$ cat config.mk
export PLATFORM = sky130hd
export DESIGN_NAME = pipe_ctrl
export DESIGN_NICKNAME = d
export VERILOG_FILES = /design/src/rtl/cpu_defines.sv /design/src/rtl/pipe_perf_cnt.sv /design/src/rtl/pipe_ctrl.sv
export SDC_FILE = /design/constraint.sdc
export NUM_CORES = 1
export LEC_CHECK = 0
export ABC_AREA = 0
export CORE_MARGIN = 2
export CORE_UTILIZATION = 34
export CTS_CLUSTER_SIZE = 16
export DETAILED_ROUTE_END_ITERATION = 7
export PLACE_DENSITY = 0.79
export REMOVE_ABC_BUFFERS = 1
export SYNTH_ARGS = -nofsm -noshare
export SYNTH_HDL_FRONTEND = slang
export SYNTH_SLANG_ARGS = --single-unit
$ cat constraint.sdc
create_clock -name clk -period 1.7 [get_ports clk]
set_input_delay 0.17 -clock clk [delete_from_list [all_inputs] [get_ports clk]]
set_output_delay 0.17 -clock clk [all_outputs]
set_load 0.01 [all_outputs]
$ cat src/rtl/cpu_defines.sv
// Shared CPU definitions: word and stall-vector types, the pipeline
// sequencer state encoding and the per-requester stall patterns.
package cpu_defines;

  typedef logic        Bit_t;
  typedef logic [31:0] Word_t;
  typedef logic [5:0]  Stall_t;

  typedef enum logic [0:0] {
    RUN      = 1'b0,
    TLB_SYNC = 1'b1
  } Pipe_ctrl_state_t;

  localparam Stall_t STALL_NONE = 6'b000000;
  localparam Stall_t STALL_IF   = 6'b000011;
  localparam Stall_t STALL_ID   = 6'b000111;
  localparam Stall_t STALL_EX   = 6'b001111;
  localparam Stall_t STALL_MEM  = 6'b011111;

  // The deepest stalling stage wins: it must also hold everything upstream.
  function automatic Stall_t stall_for(input Bit_t req_if, input Bit_t req_id,
                                       input Bit_t req_ex, input Bit_t req_mem);
    Stall_t s;
    if (req_mem)     s = STALL_MEM;
    else if (req_ex) s = STALL_EX;
    else if (req_id) s = STALL_ID;
    else if (req_if) s = STALL_IF;
    else             s = STALL_NONE;
    return s;
  endfunction

endpackage

$ cat src/rtl/pipe_perf_cnt.sv
// 32-bit wrapping event counter with an increment enable; used for the
// optional pipeline performance counters.
module pipe_perf_cnt
  import cpu_defines::*;
(
  input  logic  clk,
  input  logic  rst,
  input  logic  en,
  output Word_t count
);

  Word_t count_q;
  Word_t count_d;

  // Next count: increment on enable, natural wrap at 2^32.
  always_comb begin
    count_d = count_q;
    if (en) begin
      count_d = count_q + 32'd1;
    end else begin
      count_d = count_q;
    end
  end

  // Count register.
  always_ff @(posedge clk or negedge rst) begin
    if (!rst) begin
      count_q <= 32'd0;
    end else begin
      count_q <= count_d;
    end
  end

  assign count = count_q;

endmodule

$ cat src/rtl/pipe_ctrl.sv
// Pipeline sequencer: stall merging, exception/eret redirect and post-TLB-write
// refetch. Performance counters are built only when PIPE_CTRL_PERF_EN is defined.
module pipe_ctrl
  import cpu_defines::*;
#(
  parameter Word_t RESET_PC = 32'hBFC0_0000
) (
  input  logic         clk,
  input  logic         rst,
  input  logic         stallreq_if,
  input  logic         stallreq_id,
  input  logic         stallreq_ex,
  input  logic         stallreq_mem,
  input  logic         mem_excp,
  input  logic [31:0]  excp_handler,
  input  logic         mem_eret,
  input  logic [31:0]  cp0_epc,
  input  logic         mem_tlb_wi,
  input  logic         mem_tlb_wr,
  input  logic [31:0]  mem_pc,
  output Stall_t       stall,
  output logic         flush,
  output logic [31:0]  new_pc,
  output logic         new_pc_valid,
  output logic [31:0]  perf_stall_cycles,
  output logic [31:0]  perf_flush_count
);

  Pipe_ctrl_state_t state_q, state_d;
  Word_t            refetch_pc_q, refetch_pc_d;
  Stall_t           stall_s;
  Bit_t             flush_s;
  Word_t            new_pc_s;

  // Next state, redirect and stall decode.
  always_comb begin
    state_d      = state_q;
    refetch_pc_d = refetch_pc_q;
    stall_s      = STALL_NONE;
    flush_s      = 1'b0;
    new_pc_s     = RESET_PC;
    case (state_q)
      RUN: begin
        // A held MEM stage keeps its redirect inputs stable, so deferring is safe.
        if (!stallreq_mem) begin
          if (mem_excp) begin
            flush_s  = 1'b1;
            new_pc_s = excp_handler;
          end else if (mem_eret) begin
            flush_s  = 1'b1;
            new_pc_s = cp0_epc;
          end else if (mem_tlb_wi || mem_tlb_wr) begin
            refetch_pc_d = mem_pc + 32'd4;
            state_d      = TLB_SYNC;
          end else begin
            state_d = RUN;
          end
        end else begin
          state_d = RUN;
        end
        if (!flush_s) begin
          stall_s = stall_for(stallreq_if, stallreq_id, stallreq_ex, stallreq_mem);
        end else begin
          stall_s = STALL_NONE;
        end
      end
      TLB_SYNC: begin
        flush_s  = 1'b1;
        new_pc_s = refetch_pc_q;
        state_d  = RUN;
      end
      default: begin
        state_d = RUN;
      end
    endcase
    // Keep the pipeline quiet and the PC at the boot vector while reset is held.
    if (!rst) begin
      stall_s      = STALL_NONE;
      flush_s      = 1'b0;
      new_pc_s     = RESET_PC;
      state_d      = RUN;
      refetch_pc_d = 32'd0;
    end else begin
      state_d = state_d;
    end
  end

  // State and refetch-target registers.
  always_ff @(posedge clk or negedge rst) begin
    if (!rst) begin
      state_q      <= RUN;
      refetch_pc_q <= 32'd0;
    end else begin
      state_q      <= state_d;
      refetch_pc_q <= refetch_pc_d;
    end
  end

  assign stall        = stall_s;
  assign flush        = flush_s;
  assign new_pc       = new_pc_s;
  assign new_pc_valid = flush_s;

`ifdef PIPE_CTRL_PERF_EN
  pipe_perf_cnt u_stall_cnt (
    .clk   (clk),
    .rst   (rst),
    .en    (|stall_s),
    .count (perf_stall_cycles)
  );

  pipe_perf_cnt u_flush_cnt (
    .clk   (clk),
    .rst   (rst),
    .en    (flush_s),
    .count (perf_flush_count)
  );
`else
  assign perf_stall_cycles = 32'd0;
  assign perf_flush_count  = 32'd0;
`endif

endmodule

Word-level counts from Yosys, hierarchy flattened
Cells that the tools add are included.

Register bits after elaboration: 33. Logic and storage cells: 41. Output and inout bits: 104. Input port bits: 106.

Muxes and demuxes: 30. $add $sub $neg: 1. Reduce and logical (&&, ||, !) cells: 2. Equality and inequality tests: 5. Bitwise logic cells: 1.

Operators by type and width (number): 32-bit two-way mux (10); 32-bit case mux with 2 select lines (1); 32-bit by 3-bit adder with 32-bit output, second input constant (1); 6-bit two-way mux (3); 1-bit two-way mux (10); 2-bit != test, second input constant (4); 5-bit two-way mux (1); 5-bit AND reduction (1); 4-bit two-way mux (1); 1-bit case mux with 2 select lines (2); 3-bit two-way mux (1); 2-bit two-way mux (1); 2-bit by 1-bit != test with 1-bit output, second input constant (1); 1-bit logical OR (1); 1-bit inverter (1).

Logic depth before layout (Yosys ltp)
Gate-level depths: netlist of the first run.

Depth after elaboration: 7. Mapped depth: 7. Gate-level depth less buffers: 5.

Worst setup path before layout of the first run
OpenSTA, ideal clock, no wires.

Path type: input to register. From: in mem_pc[2]. To: reg refetch_pc_q[24]. Required time: 1.618 ns. Stages on the path: 5. Library setup time: 0.082 ns. Buffers on the path: 0. Arrival time: 1.601 ns. Path slack: 0.017 ns. Path through: ha_1 > nand2_1 > or4_4 > or4_1 > a31oi_1.

Word-level cells in the longest chain between the ends: 7.

RTL lines: from (decl) (RTL line pipe_ctrl.sv:20) `input logic [31:0] mem_pc,`; 32-bit by 3-bit adder with 32-bit output (RTL line pipe_ctrl.sv:53) `refetch_pc_d = mem_pc + 32'd4;`; 32-bit two-way mux (RTL line pipe_ctrl.sv:52) `end else if (mem_tlb_wi || mem_tlb_wr) begin`; 32-bit two-way mux (RTL line pipe_ctrl.sv:49) `end else if (mem_eret) begin`; 32-bit two-way mux (RTL line pipe_ctrl.sv:46) `if (mem_excp) begin`; 32-bit two-way mux (RTL line pipe_ctrl.sv:45) `if (!stallreq_mem) begin`; 32-bit two-way mux (RTL line pipe_ctrl.sv:42) `case (state_q)`; 32-bit two-way mux (RTL line pipe_ctrl.sv:77) `if (!rst) begin`; to (signal assigned) (RTL line pipe_ctrl.sv:95) `refetch_pc_q <= refetch_pc_d;`; to (decl) (RTL line pipe_ctrl.sv:30) `Word_t refetch_pc_q, refetch_pc_d;`.

No other way between the ends. The select of a mux whose other input is x is not followed. A chain may end at the register's enable or synchronous reset.

Final worst setup path of the first run
From: reg state_q. To: out new_pc[13].

Word-level cells in the longest chain between the ends: 3.

RTL lines: from (decl) (RTL line pipe_ctrl.sv:29) `Pipe_ctrl_state_t state_q, state_d;`; from (signal assigned) (RTL line pipe_ctrl.sv:94) `state_q <= state_d;`; 1-bit inverter; 32-bit case mux with 2 select lines (*) (RTL line pipe_ctrl.sv:42); 32-bit two-way mux (*) (RTL line pipe_ctrl.sv:77); to (decl) (RTL line pipe_ctrl.sv:23) `output logic [31:0] new_pc,`.

Every way passes the cells marked *; elsewhere a longest branch is shown, timed or not.

==> results.yml, run 1 <==
run_status:
  status: "finished, final reports clean"
clock_tree:
  cts_root_buffer: "clkbuf_8"
  clkSinkCount: 33
  cts_hold_buf: 0
  cts_tree: "done"
  clockBufferDepth: 2
  clk_pin_slew_ps: 70
  cts_max_level: 2
  clk_latency_ps: 280
  numCtsBuffers: 5
timing:
  slew_headroom: 0.6066
  tns_ps: 0
  period_share: 0.9921
  drv_slew: 0
  layout_min_cycle_time_ps: 1687
  finClkSkew_ps: 5.721
  worst_pin_slew_ps: 590.1
  grt_setup_unrepaired: "yes"
  hold_viol_final: 0
  hold_ws_ps: 184.6
  fmax_ghz: 0.5929
  setup_viol_count_final: 0
setup_path:
  critPathKind: "reg -> out"
  worst-path-buf-inv: 4
  cpMostUsedCell: "buf_6"
  critical_path.cell_chain: "buf_6 > nor2_4 > buf_6 > buf_6 > a22oi_2 > nor2_1 > buf_2"
  end_kind: "primary output"
  critPathArrivalTime_ps: 1520
  crit_path_start: "state_q"
  path_delay_family: "buffers and inverters"
  critical_path_depth: 7
  rrSetupSlack_ps: 90
  crit_slowest_cell: "dfrtp_2"
  r2r-start: "state_q"
  crit_fanout: 8
  crit_path_start_kind: "flop"
  r2r_cells: 6
  max_stage_delay_ps: 430
  worstPathRequired_ps: 1530
  endpoint: "new_pc[13]"
  regToRegEndpoint: "refetch_pc_q[8]"
synth:
  syn_area_sq_mm: 0.003277
  synth_top_area_frac: 0.2520
  synth_cells: 412
  synth.most_common_cell: "buf_4"
  synthSimpleGateAreaFrac: 0.2077
  async_flop_share: 1.000
  ys.flop_type: "dfrtp_1"
  synth_xor_area_frac: 0.02673
  ys_types: 46
  synth_top_family_by_area: "compound AO/OA/AOI/OAI gates"
  synth_area_leader_cell: "dfrtp_1"
  synth_fa_ha_area_frac: 0.003818
  synthMuxAreaShare: 0.05842
  synth_compound_area_frac: 0.2440
  synth_edf_count: 0
  ys_seq_area_frac: 0.2520
  ys.warnings.count: 0
  yosys-top-cells-area: "dfrtp_1 25%, buf_4 16%, a22o_1 6.1%"
  ys_ff_latch: 33
  synthTopCellsByCount: "68 x buf_4, 39 x nor2_1, 33 x dfrtp_1"
  postSynthAreaPerCell_sq_um: 7.954
run:
  maxCapViolations: 0
global_routing:
  grtUsageTotal: 0.2109
  grt_pass1_vias: 3612
  grt_pass1_wl_mm: 17.54
  grt_max_degree: 56
  grt_overflow: 0
  antenna_found_initial: 1
power_and_ir_drop:
  leakage_nw: 2.376
  max-vdd-ir-drop_mv: 0.3082
  power_density_mw_per_mm2: 439.3
floorplan:
  io_pins: 210
  start_util: 0.3530
  core-area_sq_mm: 0.009284
  row_count: 35
  dieHeight_um: 102.2
  die_area_sq_mm: 0.01044
  die_w_um: 102.2
routing:
  via_per_inst: 5.025
  drt-initial-drc-count: 200
  route.detailed.drc: 0
  firstDrtPassIters: 4
  vias: 3749
  routed_wl_mm: 11.58
  post_drt_wl_per_cell_um: 15.53
  ant_nets: 0
finish:
  layout-drive-gt1-share: 0.2679
  stdcell_count: 746
  fin_util: 0.5722
  nets: 722
  area_growth_pct: 62.12
placed_design:
  dp_cells: 725
  dp_hpwl_mm: 8.602
  io_buffers: 144
  place_congestion: 0.8644
worst_hold_path:
  hold_path_class: "in -> async"
registers in the layout, indices dropped and copies added (netlist names):
| signal | flops |
|---|---|
| state_q | 1 |
| refetch_pc_q | 32 |
repair_timing:
| item | in CTS | in global routing |
|---|---|---|
| gates cloned | 2 | 1 |
| buffers inserted | 7 | 2 |
| pin swaps | 14 | 9 |
| setup endpoints to repair | 67 | 35 |
| resized for setup | 161 | 39 |
report_power, final:
part,total (mW),internal (mW),switching [mW],leakage [nW]
Sequential,0.839,0.818,0.0216,0.450
Combinational,0.922,0.489,0.432,1.88
Clock,0.573,0.284,0.289,0.0450
Total,2.33,1.59,0.743,2.38
how the worst min path moves through the flow:
stage	depth (start not counted)	slack [ps]	startpoint	to
global placement	3	480	rst	refetch_pc_q[14]
CTS	3	190	rst	refetch_pc_q[15]
floorplan	0	-130	rst	refetch_pc_q[0]
finish	3	180	rst	refetch_pc_q[0]
global route	3	240	rst	refetch_pc_q[0]
detailed placement	3	490	rst	refetch_pc_q[14]
per-stage QoR:
stage          area [sq um]  total power [mW]  setup WS [ps]
3_3_place_gp           5080             1.730         -516.3
6_report               5313             2.334          13.37
4_1_cts                5230             2.320          3.952
2_1_floorplan          2864             1.162         -829.4
5_1_grt                5313             2.476         -85.92
3_5_place_dp           5080             1.748         -566.3
area by class of cell:
type / instances / area (sq um)
fillers: 841 / 3971
multi-input cells: 341 / 2158
repair buffers: 228 / 2058
flip-flops and latches: 33 / 827.0
well taps: 129 / 161.4
clock buffers: 6 / 72.57
inverters: 6 / 22.52
clock inverters: 2 / 10.01
diodes: 1 / 2.502
tightest hold or removal path: cells and delay by family:
kind     cells  cell delay, ps
buf+inv      3             760
layer usage:
layer | GRT usage | vias up | share of wire
met5 | 0 | - | 0
met1 | 0.2663 | 1764 | 0.42
met2 | 0.3679 | 178 | 0.49
met3 | 0.05609 | 6 | 0.083
met4 | 0.03487 | 0 | 0.0046
li1 | - | 1801 | -
cell usage in the layout, fill, tap and decap left out, types with 5 or more instances in the layout:
cell type / Yosys / layout
a22o_1: 23 / 23
clkdlybuf4s50_1: 0 / 77
o21ai_0: 29 / 27
dfrtp_1: 33 / 32
nand3_1: 7 / 5
clkbuf_2: 1 / 9
xor2_1: 5 / 5
inv_1: 5 / 5
buf_4: 68 / 67
mux2_2: 9 / 9
a21oi_1: 10 / 10
buf_12: 0 / 9
nand2_1: 26 / 22
nor4_1: 9 / 7
mux2i_1: 9 / 8
a31oi_1: 9 / 9
xnor2_1: 5 / 5
nor2_1: 39 / 38
buf_2: 0 / 25
a22oi_1: 23 / 21
and4_1: 6 / 6
a211oi_1: 12 / 12
nor3_1: 11 / 11
conb_1: 1 / 65
buf_6: 3 / 5
nand4_1: 8 / 8
dlygate4sd2_1: 0 / 24
clkbuf_8: 1 / 5
logic make-up (layout without fill, tap and decap cells):
| logic type | Yosys count | count (layout) |
|---|---|---|
| AO/OA/AOI/OAI | 116 | 116 |
| other | 1 | 66 |
| adder cells (fa/ha/maj) | 1 | 1 |
| multiplexers | 18 | 18 |
| XOR/XNOR | 10 | 10 |
| AND/OR/NAND/NOR | 130 | 131 |
| flip-flops | 33 | 33 |
| buffers and inverters | 103 | 242 |
No activity file was read; power rests on OpenSTA's default activity.
==> run 2, diff against run 1 <==
--- a/config.mk
+++ b/config.mk
@@ -6,6 +6,7 @@
 export NUM_CORES = 1
 export LEC_CHECK = 0
 export ABC_AREA = 0
+export CAP_MARGIN = 20
 export CORE_MARGIN = 2
 export CORE_UTILIZATION = 34
 export CTS_CLUSTER_SIZE = 16
==> results of run 2 <==
Final layout, timing and power as in run 1 (identical DEF).
==> run 3, diff against run 2 <==
--- a/config.mk
+++ b/config.mk
@@ -8,10 +8,11 @@
 export ABC_AREA = 0
 export CAP_MARGIN = 20
 export CORE_MARGIN = 2
-export CORE_UTILIZATION = 34
+export CORE_UTILIZATION = 50
 export CTS_CLUSTER_SIZE = 16
 export DETAILED_ROUTE_END_ITERATION = 7
-export PLACE_DENSITY = 0.79
+export DONT_BUFFER_PORTS = 1
+export PLACE_DENSITY = 0.68
 export REMOVE_ABC_BUFFERS = 1
 export SYNTH_ARGS = -nofsm -noshare
 export SYNTH_HDL_FRONTEND = slang
==> run 3 against run 2 <==
- hold slack lost 170 ps
- setup slack improved by 69 ps
- die area shrank 31%
- flip-flop and latch count unchanged
- wire length down 26%
- cell count down 34%
- clock skew rose by 4.3 ps
- clock-buffer cell count did not move
- critical path depth shrank 1
==> results.yml, run 3 (same netlist as run 1, synthesis figures left out) <==
global_routing:
  grt_pass1_vias: 2592
  grtUsageTotal: 0.2218
  grt_overflow: 0
  grt_max_degree: 36
  antenna_found_initial: 0
  grt_pass1_wl_mm: 12.94
clock_tree:
  clockBufferDepth: 2
  cts_root_buffer: "clkbuf_8"
  clk_latency_ps: 290
  clk_pin_slew_ps: 80
  cts_max_level: 2
  clkSinkCount: 33
  cts_tree: "done"
  numCtsBuffers: 5
floorplan:
  dieHeight_um: 84.96
  core-area_sq_mm: 0.006350
  start_util: 0.5161
  row_count: 29
  io_pins: 210
  die_area_sq_mm: 0.007217
  die_w_um: 84.96
setup_path:
  worstPathRequired_ps: 1530
  regToRegEndpoint: "refetch_pc_q[21]"
  crit_path_start_kind: "flop"
  critical_path_depth: 6
  rrSetupSlack_ps: 140
  path_delay_family: "buffers and inverters"
  critPathArrivalTime_ps: 1450
  worst-path-buf-inv: 3
  r2r_cells: 4
  r2r-start: "state_q"
  crit_slowest_cell: "dfrtp_1"
  crit_fanout: 21
  max_stage_delay_ps: 370
  end_kind: "primary output"
  critical_path.cell_chain: "buf_6 > nor2_4 > buf_4 > a22oi_1 > nor2_1 > buf_4"
  cpMostUsedCell: "buf_4"
  critPathKind: "reg -> out"
placed_design:
  place_congestion: 0.8649
  dp_hpwl_mm: 6.099
  place_area_sq_mm: 0.003171
  io_buffers: 0
finish:
  reg.largest.list: "refetch_pc_q (32), state_q (1)"
  final_common_cell: "conb_1"
  largest-register: "refetch_pc_q"
  final_cell_mix: "65 x conb_1, 34 x nor2_1, 33 x dfrtp_1"
  fin_util: 0.5279
  fin_area_sq_mm: 0.003352
  nFillCells: 636
  nets: 518
  largest_reg_flops: 32
  layout-drive-gt1-share: 0.1408
  area_growth_pct: 2.291
  antenna_cells: 0
routing:
  route.detailed.drc: 0
  post_drt_wl_per_cell_um: 17.47
  via_per_inst: 5.916
  firstDrtPassIters: 4
  drt-initial-drc-count: 160
  routed_wl_mm: 8.545
  vias: 2893
  ant_nets: 0
power_and_ir_drop:
  leakage_nw: 1.365
  power_density_mw_per_mm2: 616.3
  max-vdd-ir-drop_mv: 0.3873
  power_mw: 2.066
timing:
  fmax_ghz: 0.6183
  hold_ws_ps: 17.73
  finClkSkew_ps: 10.05
  layout_min_cycle_time_ps: 1617
  hold_viol_final: 0
  tns_ps: 0
  drv_slew: 0
  setup_viol_count_final: 0
  worst_pin_slew_ps: 821.6
  grt_setup_unrepaired: "yes"
  slew_headroom: 0.4486
  period_share: 0.9514
worst_hold_path:
  hold_path_class: "in -> reg"
  hold_path_depth: 2
  min_from: "rst"
  min_to: "refetch_pc_q[26]"
run_status:
  status: "finished, final reports clean"
run:
  maxCapViolations: 0
-- run 3: changes by cell type in the layout (fill, tap and decap cells not counted), sizes merged --
| cell | before | now |
|---|---|---|
| or4 | 6 | 5 |
| dlymetal6s2s | 3 | 0 |
| diode | 1 | 0 |
| buf | 108 | 24 |
| dlygate4sd3 | 0 | 1 |
| clkinv | 3 | 1 |
| dlygate4sd2 | 24 | 0 |
| bufinv | 0 | 1 |
| clkbuf | 16 | 6 |
| clkdlybuf4s15 | 6 | 0 |
| clkdlybuf4s50 | 77 | 0 |
| clkinvlp | 0 | 1 |
-- run 3: stage by stage --
step	setup slack, ps	instances
6_report	82.59	489
4_1_cts	31.91	489
5_1_grt	-11.28	489
3_3_place_gp	-31.47	479
3_5_place_dp	-68.27	479
2_1_floorplan	-829.4	379
-- run 3: worst max path at each step --
stage | slack, ps | start | endpoint
floorplan | -830 | state_q | refetch_pc_q[17]
global placement | -30 | mem_pc[2] | refetch_pc_q[24]
detailed placement | -70 | mem_pc[2] | refetch_pc_q[24]
CTS | 30 | state_q | new_pc[30]
global route | -10 | state_q | new_pc[13]
finish | 80 | state_q | new_pc[13]
-- run 3: layout make-up --
cell class	count	area, sq um	area share
Clock inverter	2	37.54	0.01120
Sequential cell	33	825.8	0.2464
Clock buffer	6	82.58	0.02464
Multi-Input combinational cell	340	2044	0.6099
Tap cell	77	96.34	0.02874
Inverter	6	22.52	0.006719
Timing Repair Buffer	25	242.7	0.07242
-- run 3: metal layers --
metal  global-route usage  wire [um]  share of wire  vias to the layer above
met5                    0          0              0                        -
met4              0.05772        116          0.014                        0
met3              0.05350        779          0.091                       10
met2               0.3672       4066           0.48                      156
met1               0.2914       3583           0.42                     1344
li1                     -          -              -                     1383
-- run 3: report_power, final --
part / internal (mW) / total [mW] / switching, mW
clock network: 0.477 / 0.789 / 0.313
logic: 0.168 / 0.439 / 0.271
registers: 0.817 / 0.838 / 0.0204
-- run 3: what timing repair did --
item | CTS | global route
endpoints found under the hold margin | 33 | 0
gates resized for setup | 4 | 7
setup buffers | 0 | 0
endpoints found under the setup margin | 34 | 24
hold buffers | 2 | 0
pin swaps | 1 | 1
